<file path="src/rtl/mul_pkg.sv">
// Shared types and default sizes for the shared-multiplier controller and its arbiter.
package mul_pkg;

    localparam int DEF_N_REQ = 2;
    localparam int DEF_OP_W  = 4;

    typedef enum logic [1:0] {
        IDLE = 2'd0,
        CALC = 2'd1,
        RESP = 2'd2
    } state_t;

    // Index width for n requesters; never narrower than one bit.
    function automatic int id_width(input int n);
        return (n > 1) ? $clog2(n) : 1;
    endfunction

endpackage

</file>
<file path="src/rtl/mul_rr_arb.sv">
// Round-robin arbiter: one-hot grant to the first valid requester at or after ptr.
module mul_rr_arb
    import mul_pkg::*;
#(
    parameter  int N_REQ = DEF_N_REQ,
    localparam int ID_W  = id_width(N_REQ)
) (
    input  logic [N_REQ-1:0] valid,
    input  logic [ID_W-1:0]  ptr,
    output logic [N_REQ-1:0] grant
);

    logic [N_REQ-1:0] rot;
    logic [N_REQ-1:0] pick;

    genvar gi, gj;

    // Rotate so that the requester at ptr lands on bit 0.
    generate
        for (gi = 0; gi < N_REQ; gi++) begin : g_rot
            logic [N_REQ-1:0] terms;
            for (gj = 0; gj < N_REQ; gj++) begin : g_term
                assign terms[gj] = (ptr == ID_W'(gj)) & valid[(gi + gj) % N_REQ];
            end
            assign rot[gi] = |terms;
        end
    endgenerate

    // Lowest set bit of the rotated vector is the winner.
    assign pick = rot & (~rot + N_REQ'(1));

    generate
        for (gi = 0; gi < N_REQ; gi++) begin : g_unrot
            logic [N_REQ-1:0] terms;
            for (gj = 0; gj < N_REQ; gj++) begin : g_term
                assign terms[gj] = (ptr == ID_W'(gj)) & pick[(gi - gj + N_REQ) % N_REQ];
            end
            assign grant[gi] = |terms;
        end
    endgenerate

endmodule

</file>
<file path="src/rtl/mul_share_ctrl.sv">
// Time-shared multiplier: round-robin accepts one operand pair, multiplies it
// in one registered stage, then holds the result until the consumer takes it.
module mul_share_ctrl
    import mul_pkg::*;
#(
    parameter  int N_REQ = DEF_N_REQ,
    parameter  int OP_W  = DEF_OP_W,
    localparam int ID_W  = id_width(N_REQ)
) (
    input  logic                           clk_i,
    input  logic                           rst_i,
    input  logic [N_REQ-1:0]               req_valid_i,
    output logic [N_REQ-1:0]               req_ready_o,
    input  logic [N_REQ-1:0][OP_W-1:0]     req_a_i,
    input  logic [N_REQ-1:0][OP_W-1:0]     req_b_i,
    output logic                           rsp_valid_o,
    input  logic                           rsp_ready_i,
    output logic [2*OP_W-1:0]              rsp_product_o,
    output logic [ID_W-1:0]                rsp_id_o,
    output logic                           busy_o
);

    state_t                 state_reg;
    logic [ID_W-1:0]        ptr_reg;
    logic [OP_W-1:0]        a_reg;
    logic [OP_W-1:0]        b_reg;
    logic [ID_W-1:0]        id_reg;
    logic [2*OP_W-1:0]      product_reg;
    logic                   rsp_valid_reg;
    logic                   busy_reg;

    logic [N_REQ-1:0]            arb_valid;
    logic [N_REQ-1:0]            grant;
    logic [N_REQ-1:0][OP_W-1:0]  a_masked;
    logic [N_REQ-1:0][OP_W-1:0]  b_masked;
    logic [OP_W-1:0]             sel_a;
    logic [OP_W-1:0]             sel_b;
    logic [ID_W-1:0]             grant_idx;
    logic [ID_W-1:0]             ptr_next;
    logic [2*OP_W-1:0]           product;

    // Requests are only offered to the arbiter while idle, so ready is zero elsewhere.
    assign arb_valid = (state_reg == IDLE) ? req_valid_i : '0;

    mul_rr_arb #(
        .N_REQ (N_REQ)
    ) u_arb (
        .valid (arb_valid),
        .ptr   (ptr_reg),
        .grant (grant)
    );

    genvar gi;
    generate
        for (gi = 0; gi < N_REQ; gi++) begin : g_mask
            assign a_masked[gi] = req_a_i[gi] & {OP_W{grant[gi]}};
            assign b_masked[gi] = req_b_i[gi] & {OP_W{grant[gi]}};
        end
    endgenerate

    always_comb begin
        sel_a     = '0;
        sel_b     = '0;
        grant_idx = '0;
        for (int i = 0; i < N_REQ; i++) begin
            sel_a = sel_a | a_masked[i];
            sel_b = sel_b | b_masked[i];
            if (grant[i]) begin
                grant_idx = ID_W'(i);
            end
        end
    end

    assign ptr_next = (grant_idx == ID_W'(N_REQ - 1)) ? '0 : grant_idx + ID_W'(1);
    assign product  = (2*OP_W)'(a_reg) * (2*OP_W)'(b_reg);

    always_ff @(posedge clk_i) begin
        if (rst_i) begin
            state_reg     <= IDLE;
            ptr_reg       <= '0;
            a_reg         <= '0;
            b_reg         <= '0;
            id_reg        <= '0;
            product_reg   <= '0;
            rsp_valid_reg <= 1'b0;
            busy_reg      <= 1'b0;
        end else begin
            case (state_reg)
                IDLE: begin
                    if (|grant) begin
                        a_reg     <= sel_a;
                        b_reg     <= sel_b;
                        id_reg    <= grant_idx;
                        ptr_reg   <= ptr_next;
                        busy_reg  <= 1'b1;
                        state_reg <= CALC;
                    end
                end
                CALC: begin
                    product_reg   <= product;
                    rsp_valid_reg <= 1'b1;
                    state_reg     <= RESP;
                end
                RESP: begin
                    if (rsp_ready_i) begin
                        rsp_valid_reg <= 1'b0;
                        busy_reg      <= 1'b0;
                        state_reg     <= IDLE;
                    end
                end
                default: begin
                    state_reg <= IDLE;
                end
            endcase
        end
    end

    // Outputs are forced low for the whole time reset is asserted, not just after the edge.
    assign req_ready_o   = rst_i ? '0 : grant;
    assign rsp_valid_o   = rsp_valid_reg & ~rst_i;
    assign rsp_product_o = rst_i ? '0 : product_reg;
    assign rsp_id_o      = rst_i ? '0 : id_reg;
    assign busy_o        = busy_reg & ~rst_i;

endmodule

</file>
<file path="config.mk">
export PLATFORM = sky130hd
export DESIGN_NAME = mul_share_ctrl
export DESIGN_NICKNAME = d
export VERILOG_FILES = /design/src/rtl/mul_pkg.sv /design/src/rtl/mul_rr_arb.sv /design/src/rtl/mul_share_ctrl.sv
export SDC_FILE = /design/constraint.sdc
export NUM_CORES = 1
export LEC_CHECK = 0
export CORE_ASPECT_RATIO = 0.5
export CORE_MARGIN = 3
export CORE_UTILIZATION = 40
export CTS_CLUSTER_SIZE = 10
export DETAILED_ROUTE_END_ITERATION = 6
export PLACE_DENSITY = 0.7
export RECOVER_POWER = 25
export SLEW_MARGIN = 0
export SYNTH_ARGS = -nofsm -noshare
export SYNTH_HDL_FRONTEND = slang
export SYNTH_HIERARCHICAL = 1
export SYNTH_SLANG_ARGS = --single-unit
</file>
<file path="constraint.sdc">
create_clock -name clk_i -period 3.2 [get_ports clk_i]
set_input_delay 0.64 -clock clk_i [delete_from_list [all_inputs] [get_ports clk_i]]
set_output_delay 0.64 -clock clk_i [all_outputs]
set_load 0.02 [all_outputs]
</file>
==> results of run 1 <==
## per-layer routing
metal,global-route usage,part of all wire,up-vias
li1,-,-,649
met5,0,0,-
met1,0.210,0.49,590
met2,0.227,0.44,39
met3,0.0480,0.069,0
met4,0.0178,0,0
## critical path, delay by kind of cell
family,cells,cell delay (ns)
buf+inv,2,1.13
compound gates,1,0.21
simple gates,2,0.30
## cell usage in the layout, fill, tap and decap left out, drive strengths merged, types with 3 or more instances in the layout
master / n
clkdlybuf4s50: 30
dfxtp: 22
nor2b: 14
and2: 14
a21oi: 13
ha: 12
o21ai: 10
inv: 9
nor2: 9
a22oi: 8
nand2: 7
fa: 4
clkbuf: 4
nand3b: 3
or3: 3
dlygate4sd3: 3
nor3b: 3
## metrics by stage
step / worst slack, ns / hold WS [ns] / instance area, um^2 / instances / utilization
6_report: 0.277 / 0.458 / 1880 / 245 / 0.586
5_1_grt: 0.116 / 0.489 / 1880 / 245 / 0.586
4_1_cts: 0.331 / 0.462 / 1880 / 245 / 0.587
3_5_place_dp: 0.348 / 0.449 / 1810 / 241 / 0.565
3_3_place_gp: 0.379 / 0.439 / 1810 / 241 / 0.565
2_1_floorplan: 0.615 / 0.427 / 1440 / 165 / -
## final cells by class
| cell class | instances | area (um^2) |
|---|---|---|
| fill | 313 | 1330 |
| multi-input combinational | 126 | 911 |
| sequential | 22 | 440 |
| timing repair buffer | 36 | 362 |
| tap | 48 | 60.1 |
| clock buffer | 3 | 41.3 |
| inverter | 9 | 33.8 |
| clock inverter | 1 | 30.0 |
## cell families (layout without fill, tap and decap cells)
family	count (synthesis)	in the layout	synth area share
fa+ha+maj	16	16	0.160
xor+xnor	1	1	0.00610
simple gates	62	62	0.255
buf+inv	17	49	0.0584
compound gates	47	47	0.214
flops	22	22	0.307
## power breakdown
group          leakage, nW  internal, mW  total, mW  switching [mW]
sequential           0.180         0.320      0.363          0.0429
clock               0.0357         0.167      0.259          0.0917
combinational        0.526         0.134      0.277           0.143
total                0.742         0.621      0.899           0.278
## how the worst max path moves through the flow
| stage | from | to | cells past startpoint |
|---|---|---|---|
| final | req_valid_i[0] | req_ready_o[0] | 5 |
| after global routing | req_valid_i[0] | req_ready_o[0] | 5 |
| after CTS | req_valid_i[0] | req_ready_o[0] | 5 |
| after detailed placement | req_valid_i[0] | req_ready_o[0] | 5 |
| after global placement | req_valid_i[0] | req_ready_o[0] | 5 |
| after floorplan | a_reg[0]$_SDFFE_PP0P_ | product_reg[6]$_SDFFE_PP0P_ | 9 |
==> results.yml, run 1 <==
status:
  status: "finished, final reports clean"
global_route:
  grt_pass1_wl_mm: 5.44
  grt_max_degree: 32
  grt-ovfl-total: 0
  grt_pass1_vias: 1152
  antenna_found_initial: 0
  grt_use_total: 0.148
setup_path:
  cp_data_required_time_ns: 2.56
  cp_slowest_cell: "clkdlybuf4s50_1"
  critPathKind: "input pin to primary output"
  endpoint_kind: "primary output"
  crit_fanout: 2
  worstSetupStartpointType: "input pin"
  path_cells: "dlygate4sd3_1 > and2_0 > a21boi_0 > nor2b_1 > clkdlybuf4s50_1"
  critical-path-max-stage-delay_ns: 0.61
  r2r_end: "product_reg[7]$_SDFFE_PP0P_"
  cp.arrival_ns: 2.28
  reg2regPathDepth: 8
  r2r_slack_ns: 0.39
  r2r-start: "a_reg[0]$_SDFFE_PP0P_"
synthesis:
  synthArstFlopShare: 0
  synth_top_area_frac: 0.307
  synth_ff_type: "dfxtp_1"
  syn_avg_cell_area_um2: 8.70
  synth_most_common_cell: "dfxtp_1"
  ys_ff_latch: 22
  synth_cells: 165
  yosysUniqueCellTypes: 37
  ys_seq_area_frac: 0.307
  netlist_area_mm2: 0.00144
  ys_warn_count: 6
  synth_edf_count: 0
  synth_commonest_cells: "dfxtp_1 (22), and2_1 (14), nor2b_1 (14)"
  post-synth-top-area-cell: "dfxtp_1"
  synth_nets: 202
  synth.area.top_cells: "dfxtp_1 (31%), ha_1 (10%), and2_1 (6.1%), nor2b_1 (6.1%), fa_1 (5.6%)"
cts:
  cts_tree: "yes"
  hold_buffers: 0
  htreeDepth: 1
  cts_setup_buffers: 0
  path_clk_slew_ns: 0.08
  clockBufferDepth: 2
  cts_inserted_buffers: 3
  clkLatencyLatePin_ns: 0.26
  ctsResizeCount: 0
  cts_sinks: 22
  clockRootBuffer: "clkbuf_8"
floorplan:
  rows: 14
  die_w_um: 90.7
  die-height_um: 48.4
  core_mm2: 0.00321
  io_pins: 34
  die_area_mm2: 0.00439
  start_util: 0.448
pwr:
  leakagePower_nw: 0.742
  peakVddDrop_mv: 0.208
  pwr_density_cell_mw_per_mm2: 478
  power_mw: 0.899
route:
  final_antenna_net_count: 0
  drtPass1Iterations: 4
  wl_per_cell_um: 13.2
  route.detailed.drc: 0
  drt_wl_total_mm: 3.24
  drtIter0Drc: 50
  viasPerCell: 5.22
  vias: 1278
layout:
  n_antenna_cell: 0
  drive_gt1_frac: 0.0406
  area_growth_pct: 30.9
  fin_nets: 235
  largest_reg_flops: 8
sta:
  hold_viol_final: 0
  worstMarginPinSlew_ns: 0.571
  rsz0062_at_grt: "no"
  layout_min_cycle_time_ns: 2.92
  fin_worst_skew_ns: 0.00121
  max_slew_margin: 0.617
  setup_viol: 0
  fin_setup_tns_ns: 0
  final_max_slew_viol_count: 0
  max_freq_ghz: 0.342
  period_share: 0.913
placement:
  gp_congestion: 0.857
  dp_hpwl_mm: 2.45
  numPortBuffers: 33
run:
  maxCapViolCount: 0
worst_hold_path:
  hold_start: "busy_reg$_SDFFE_PP0P_"
  min_path_type: "flop to flop"
  worstHoldEndpoint: "busy_reg$_SDFFE_PP0P_"
  min_delay_path_depth: 2
Note: power is estimated with default switching activity, not from simulation.
==> run 2: changes to the inputs <==
- REMOVE_ABC_BUFFERS: unset -> 1
- clock period: 3.2 -> 3.3 ns (I/O delays scaled with it)
==> run 2 against run 1 <==
Net effect:
- sequential cell count did not move
- setup slack improved by 0.060 ns
- total power fell by 3.3%
- sequential share of layout area rose by 0.11 points
- cell area fell by 0.47%
- first-iteration DRC count rose by 10%
- clock power fell by 3%
==> results.yml, run 2 (same netlist as run 1, synthesis figures left out) <==
sta:
  max_freq_ghz: 0.338
  hold_viol_final: 0
  layout_min_cycle_time_ns: 2.96
  rsz0062_at_grt: "no"
  worstMarginPinSlew_ns: 0.593
  fin_worst_skew_ns: 0.00625
  max_slew_margin: 0.603
  whs_ns: 0.452
  period_share: 0.898
  fin_setup_tns_ns: 0
  setup_viol: 0
  final_max_slew_viol_count: 0
pwr:
  peakVddDrop_mv: 0.207
  pwr_density_cell_mw_per_mm2: 465
  leakagePower_nw: 0.738
  power_mw: 0.869
layout:
  area_growth_pct: 30.3
  n_antenna_cell: 0
  largest_reg_flops: 8
  final_cell_area_mm2: 0.00187
  final_util: 0.583
  fin_nets: 237
  drive_gt1_frac: 0.0352
  layout_common_cells: "clkdlybuf4s50_1 (32), dfxtp_1 (22), and2_1 (14), nor2b_1 (14), a21oi_1 (13)"
  mostFrequentLayoutCell: "clkdlybuf4s50_1"
floorplan:
  start_util: 0.448
  die_area_mm2: 0.00439
  die-height_um: 48.4
  die_w_um: 90.7
  rows: 14
  io_pins: 34
  core_mm2: 0.00321
setup_path:
  crit_fanout: 17
  path_buf_inv: 2
  critical-path-max-stage-delay_ns: 0.76
  critPathTopFamily: "buffers and inverters"
  path_cells: "dlygate4sd3_1 > nor2b_1 > clkdlybuf4s50_1"
  critPathKind: "input pin to primary output"
  worstSetupStartpointType: "input pin"
  reg2regPathDepth: 8
  r2r_slack_ns: 0.51
  cp_slowest_cell: "dlygate4sd3_1"
  r2r-start: "b_reg[3]$_SDFFE_PP0P_"
  r2r_end: "product_reg[7]$_SDFFE_PP0P_"
  endpoint_kind: "primary output"
  cp_data_required_time_ns: 2.64
  cp.arrival_ns: 2.30
placement:
  numPortBuffers: 33
  postPlaceCellArea_mm2: 0.00181
  gp_congestion: 0.782
  dp_hpwl_mm: 2.46
run:
  maxCapViolCount: 0
global_route:
  antenna_found_initial: 0
  grt-ovfl-total: 0
  grt_pass1_wl_mm: 5.23
  grt_max_degree: 18
  grt_pass1_vias: 1126
  grt_use_total: 0.143
cts:
  cts_inserted_buffers: 3
  htreeDepth: 1
  clkLatencyLatePin_ns: 0.26
  cts_setup_buffers: 0
  cts_sinks: 22
  hold_buffers: 0
  cts_tree: "yes"
  clockRootBuffer: "clkbuf_8"
  ctsResizeCount: 0
  clockBufferDepth: 2
  path_clk_slew_ns: 0.08
route:
  route.met3.wl_um: 179
  final_antenna_net_count: 0
  vias: 1243
  wl_per_cell_um: 12.5
  drtIter0Drc: 55
  viasPerCell: 5.03
  top_layer: "met4"
  drtPass1Iterations: 4
  drt_wl_total_mm: 3.10
  met1Wirelength_mm: 1.59
  route.detailed.drc: 0
  wl_met2_mm: 1.32
worst_hold_path:
  min_path_type: "flop to flop"
  hold_start: "product_reg[0]$_SDFFE_PP0P_"
  min_delay_path_depth: 2
  worstHoldEndpoint: "product_reg[0]$_SDFFE_PP0P_"
status:
  status: "finished, final reports clean"
[run 2: cell types whose count changed in the layout (fill, tap and decap cells not counted), sizes merged]
cell,previous run,this run
clkdlybuf4s50,30,32
buf,2,1
clkbuf,4,7
dlygate4sd3,3,1
[run 2: worst register-to-register path, cell delays in order, from the launching register on]
cell	delay (ns)
dfxtp_1	0.40
nand2_1	0.10
fa_1	0.53
inv_1	0.05
fa_1	0.49
ha_1	0.30
a211oi_1	0.45
o2111ai_1	0.18
nor3b_1	0.16
[run 2: through the flow]
step / setup WS, ns / cells
finish: 0.338 / 247
floorplan: 0.715 / 157
CTS: 0.338 / 247
global placement: 0.363 / 243
detailed placement: 0.338 / 243
global route: 0.252 / 247
[run 2: worst max path at each step]
stage / slack [ns] / cells past startpoint / endpoint / start
after floorplan: 0.71 / 9 / product_reg[6]$_SDFFE_PP0P_ / a_reg[0]$_SDFFE_PP0P_
after global placement: 0.36 / 3 / rsp_product_o[4] / rst_i
after detailed placement: 0.34 / 3 / rsp_product_o[5] / rst_i
after CTS: 0.34 / 3 / rsp_product_o[5] / rst_i
after global routing: 0.25 / 3 / rsp_product_o[6] / rst_i
final: 0.34 / 3 / rsp_product_o[4] / rst_i
[run 2: area by class of cell]
cell class                 count  area, um^2
tap                           48        60.1
sequential                    22         440
multi-input combinational    126         911
fill                         301        1340
clock inverter                 1        30.0
timing repair buffer          38         353
clock buffer                   3        41.3
inverter                       9        33.8
[run 2: power by group]
group | switching [mW] | internal [mW]
clock network | 0.0894 | 0.162
registers | 0.0421 | 0.310
logic | 0.136 | 0.129
[run 2: routing by layer]
metal	vias up	global-route usage
met5	-	0
met2	36	0.215
li1	650	-
met1	555	0.212
met4	0	0.0228
met3	2	0.0325
==> run 3: changes to the inputs <==
- CORE_UTILIZATION: 40 -> 25
- PLACE_DENSITY: 0.7 -> 0.5
==> run 3 against run 2 <==
Net effect:
- worst hold slack worse by 0.0047 ns
- utilization fell by 21 points
- setup slack improved by 0.030 ns
- critical path type unchanged
- largest power group unchanged
==> results.yml, run 3 (same netlist as run 1, synthesis figures left out) <==
route:
  wl_per_cell_um: 12.7
  drtIter0Drc: 60
  final_antenna_net_count: 0
  drt_wl_total_mm: 3.39
  route.detailed.drc: 0
  vias: 1235
  viasPerCell: 4.63
  drtPass1Iterations: 5
setup_path:
  critPathTopFamily: "buffers and inverters"
  path_buf_inv: 2
  reg2regPathDepth: 8
  cp_data_required_time_ns: 2.64
  cpMostUsedCell: "clkdlybuf4s50_1"
  worstSetupStartpointType: "input pin"
  critical-path-max-stage-delay_ns: 0.62
  cp_slowest_cell: "clkdlybuf4s50_1"
  path_cells: "clkdlybuf4s50_1 > and2_0 > a21boi_0 > nor2b_1 > clkdlybuf4s50_1"
  cp.arrival_ns: 2.27
  crit_fanout: 2
  r2r_slack_ns: 0.51
  r2r_end: "product_reg[7]$_SDFFE_PP0P_"
  r2r-start: "b_reg[3]$_SDFFE_PP0P_"
  critPathKind: "input pin to primary output"
  endpoint_kind: "primary output"
sta:
  period_share: 0.889
  final_max_slew_viol_count: 0
  layout_min_cycle_time_ns: 2.93
  fin_worst_skew_ns: 0.00307
  max_slew_margin: 0.590
  rsz0062_at_grt: "no"
  hold_viol_final: 0
  max_freq_ghz: 0.341
  setup_viol: 0
  fin_setup_tns_ns: 0
  worstMarginPinSlew_ns: 0.613
layout:
  mostFrequentLayoutCell: "clkdlybuf4s50_1"
  fin_nets: 235
  largest_reg_flops: 8
  final_util: 0.371
  layout_common_cells: "clkdlybuf4s50_1 (31), dfxtp_1 (22), nor2b_1 (14), a21oi_1 (13)"
  drive_gt1_frac: 0.0406
  n_antenna_cell: 0
  area_growth_pct: 35.1
  fillers: 557
worst_hold_path:
  worstHoldEndpoint: "busy_reg$_SDFFE_PP0P_"
  min_delay_path_depth: 2
  min_path_type: "flop to flop"
  hold_start: "busy_reg$_SDFFE_PP0P_"
pwr:
  peakVddDrop_mv: 0.309
  pwr_density_cell_mw_per_mm2: 494
  leakagePower_nw: 0.758
global_route:
  grt_pass1_vias: 1214
  grt-ovfl-total: 0
  grt_pass1_wl_mm: 5.73
  grt_max_degree: 32
  antenna_found_initial: 0
  grt_use_total: 0.106
cts:
  clockRootBuffer: "clkbuf_16"
  htreeDepth: 1
  cts_setup_buffers: 0
  ctsResizeCount: 0
  cts_inserted_buffers: 3
  path_clk_slew_ns: 0.06
  cts_sinks: 22
  hold_buffers: 0
  clkLatencyLatePin_ns: 0.25
  clockBufferDepth: 2
  cts_tree: "yes"
placement:
  numPortBuffers: 33
  gp_congestion: 0.821
  dp_hpwl_mm: 2.60
run:
  maxCapViolCount: 0
floorplan:
  rows: 18
  die-height_um: 59.6
  die_w_um: 113
  core_mm2: 0.00523
  io_pins: 34
  die_area_mm2: 0.00674
  start_util: 0.275
status:
  status: "finished, final reports clean"
-- run 3: worst max-delay path by stage --
stage / startpoint / to / slack, ns / cells past startpoint
after floorplan: a_reg[0]$_SDFFE_PP0P_ / product_reg[6]$_SDFFE_PP0P_ / 0.71 / 9
after global placement: req_valid_i[0] / req_ready_o[0] / 0.43 / 5
after detailed placement: req_valid_i[0] / req_ready_o[0] / 0.37 / 5
after CTS: req_valid_i[0] / req_ready_o[0] / 0.36 / 5
after global routing: req_valid_i[0] / req_ready_o[0] / 0.19 / 5
final: req_valid_i[0] / req_ready_o[0] / 0.37 / 5
-- run 3: layer usage --
layer | global-route usage | routed length, um | vias to the layer above
met1 | 0.157 | 1830 | 567
met3 | 0.0285 | 123 | 0
met5 | 0 | 0 | -
met2 | 0.157 | 1440 | 22
li1 | - | - | 646
met4 | 0.0171 | 0 | 0
-- run 3: per-stage QoR --
stage | instances | setup slack [ns] | power (mW) | cell area (um^2) | hold slack, ns
floorplan | 157 | 0.715 | 0.512 | 1390 | 0.421
global placement | 263 | 0.431 | 0.626 | 1840 | 0.436
detailed placement | 263 | 0.373 | 0.630 | 1840 | 0.440
CTS | 267 | 0.357 | 0.971 | 1940 | 0.449
global route | 267 | 0.194 | 1.02 | 1940 | 0.483
finish | 267 | 0.368 | 0.958 | 1940 | 0.447
-- run 3: worst register-to-register path: stages (launching register included) --
cell       delay [ns]
dfxtp_1          0.38
nand2_1          0.10
fa_1             0.54
inv_1            0.05
fa_1             0.49
ha_1             0.30
a211oi_1         0.47
o2111ai_1        0.18
nor3b_1          0.16
-- run 3: layout make-up --
class                      instances  area [um^2]  area share
sequential                        22          440       0.227
clock buffer                       3         75.1      0.0387
timing repair buffer              36          362       0.186
tap                               70         87.6      0.0452
clock inverter                     1         30.0      0.0155
inverter                           9         33.8      0.0174
multi-input combinational        126          911       0.470
-- run 3: report_power, final --
part / switching [mW] / internal, mW / total [mW]
Clock: 0.0978 / 0.241 / 0.339
Combinational: 0.137 / 0.130 / 0.267
Sequential: 0.0422 / 0.311 / 0.353
Total: 0.277 / 0.681 / 0.958
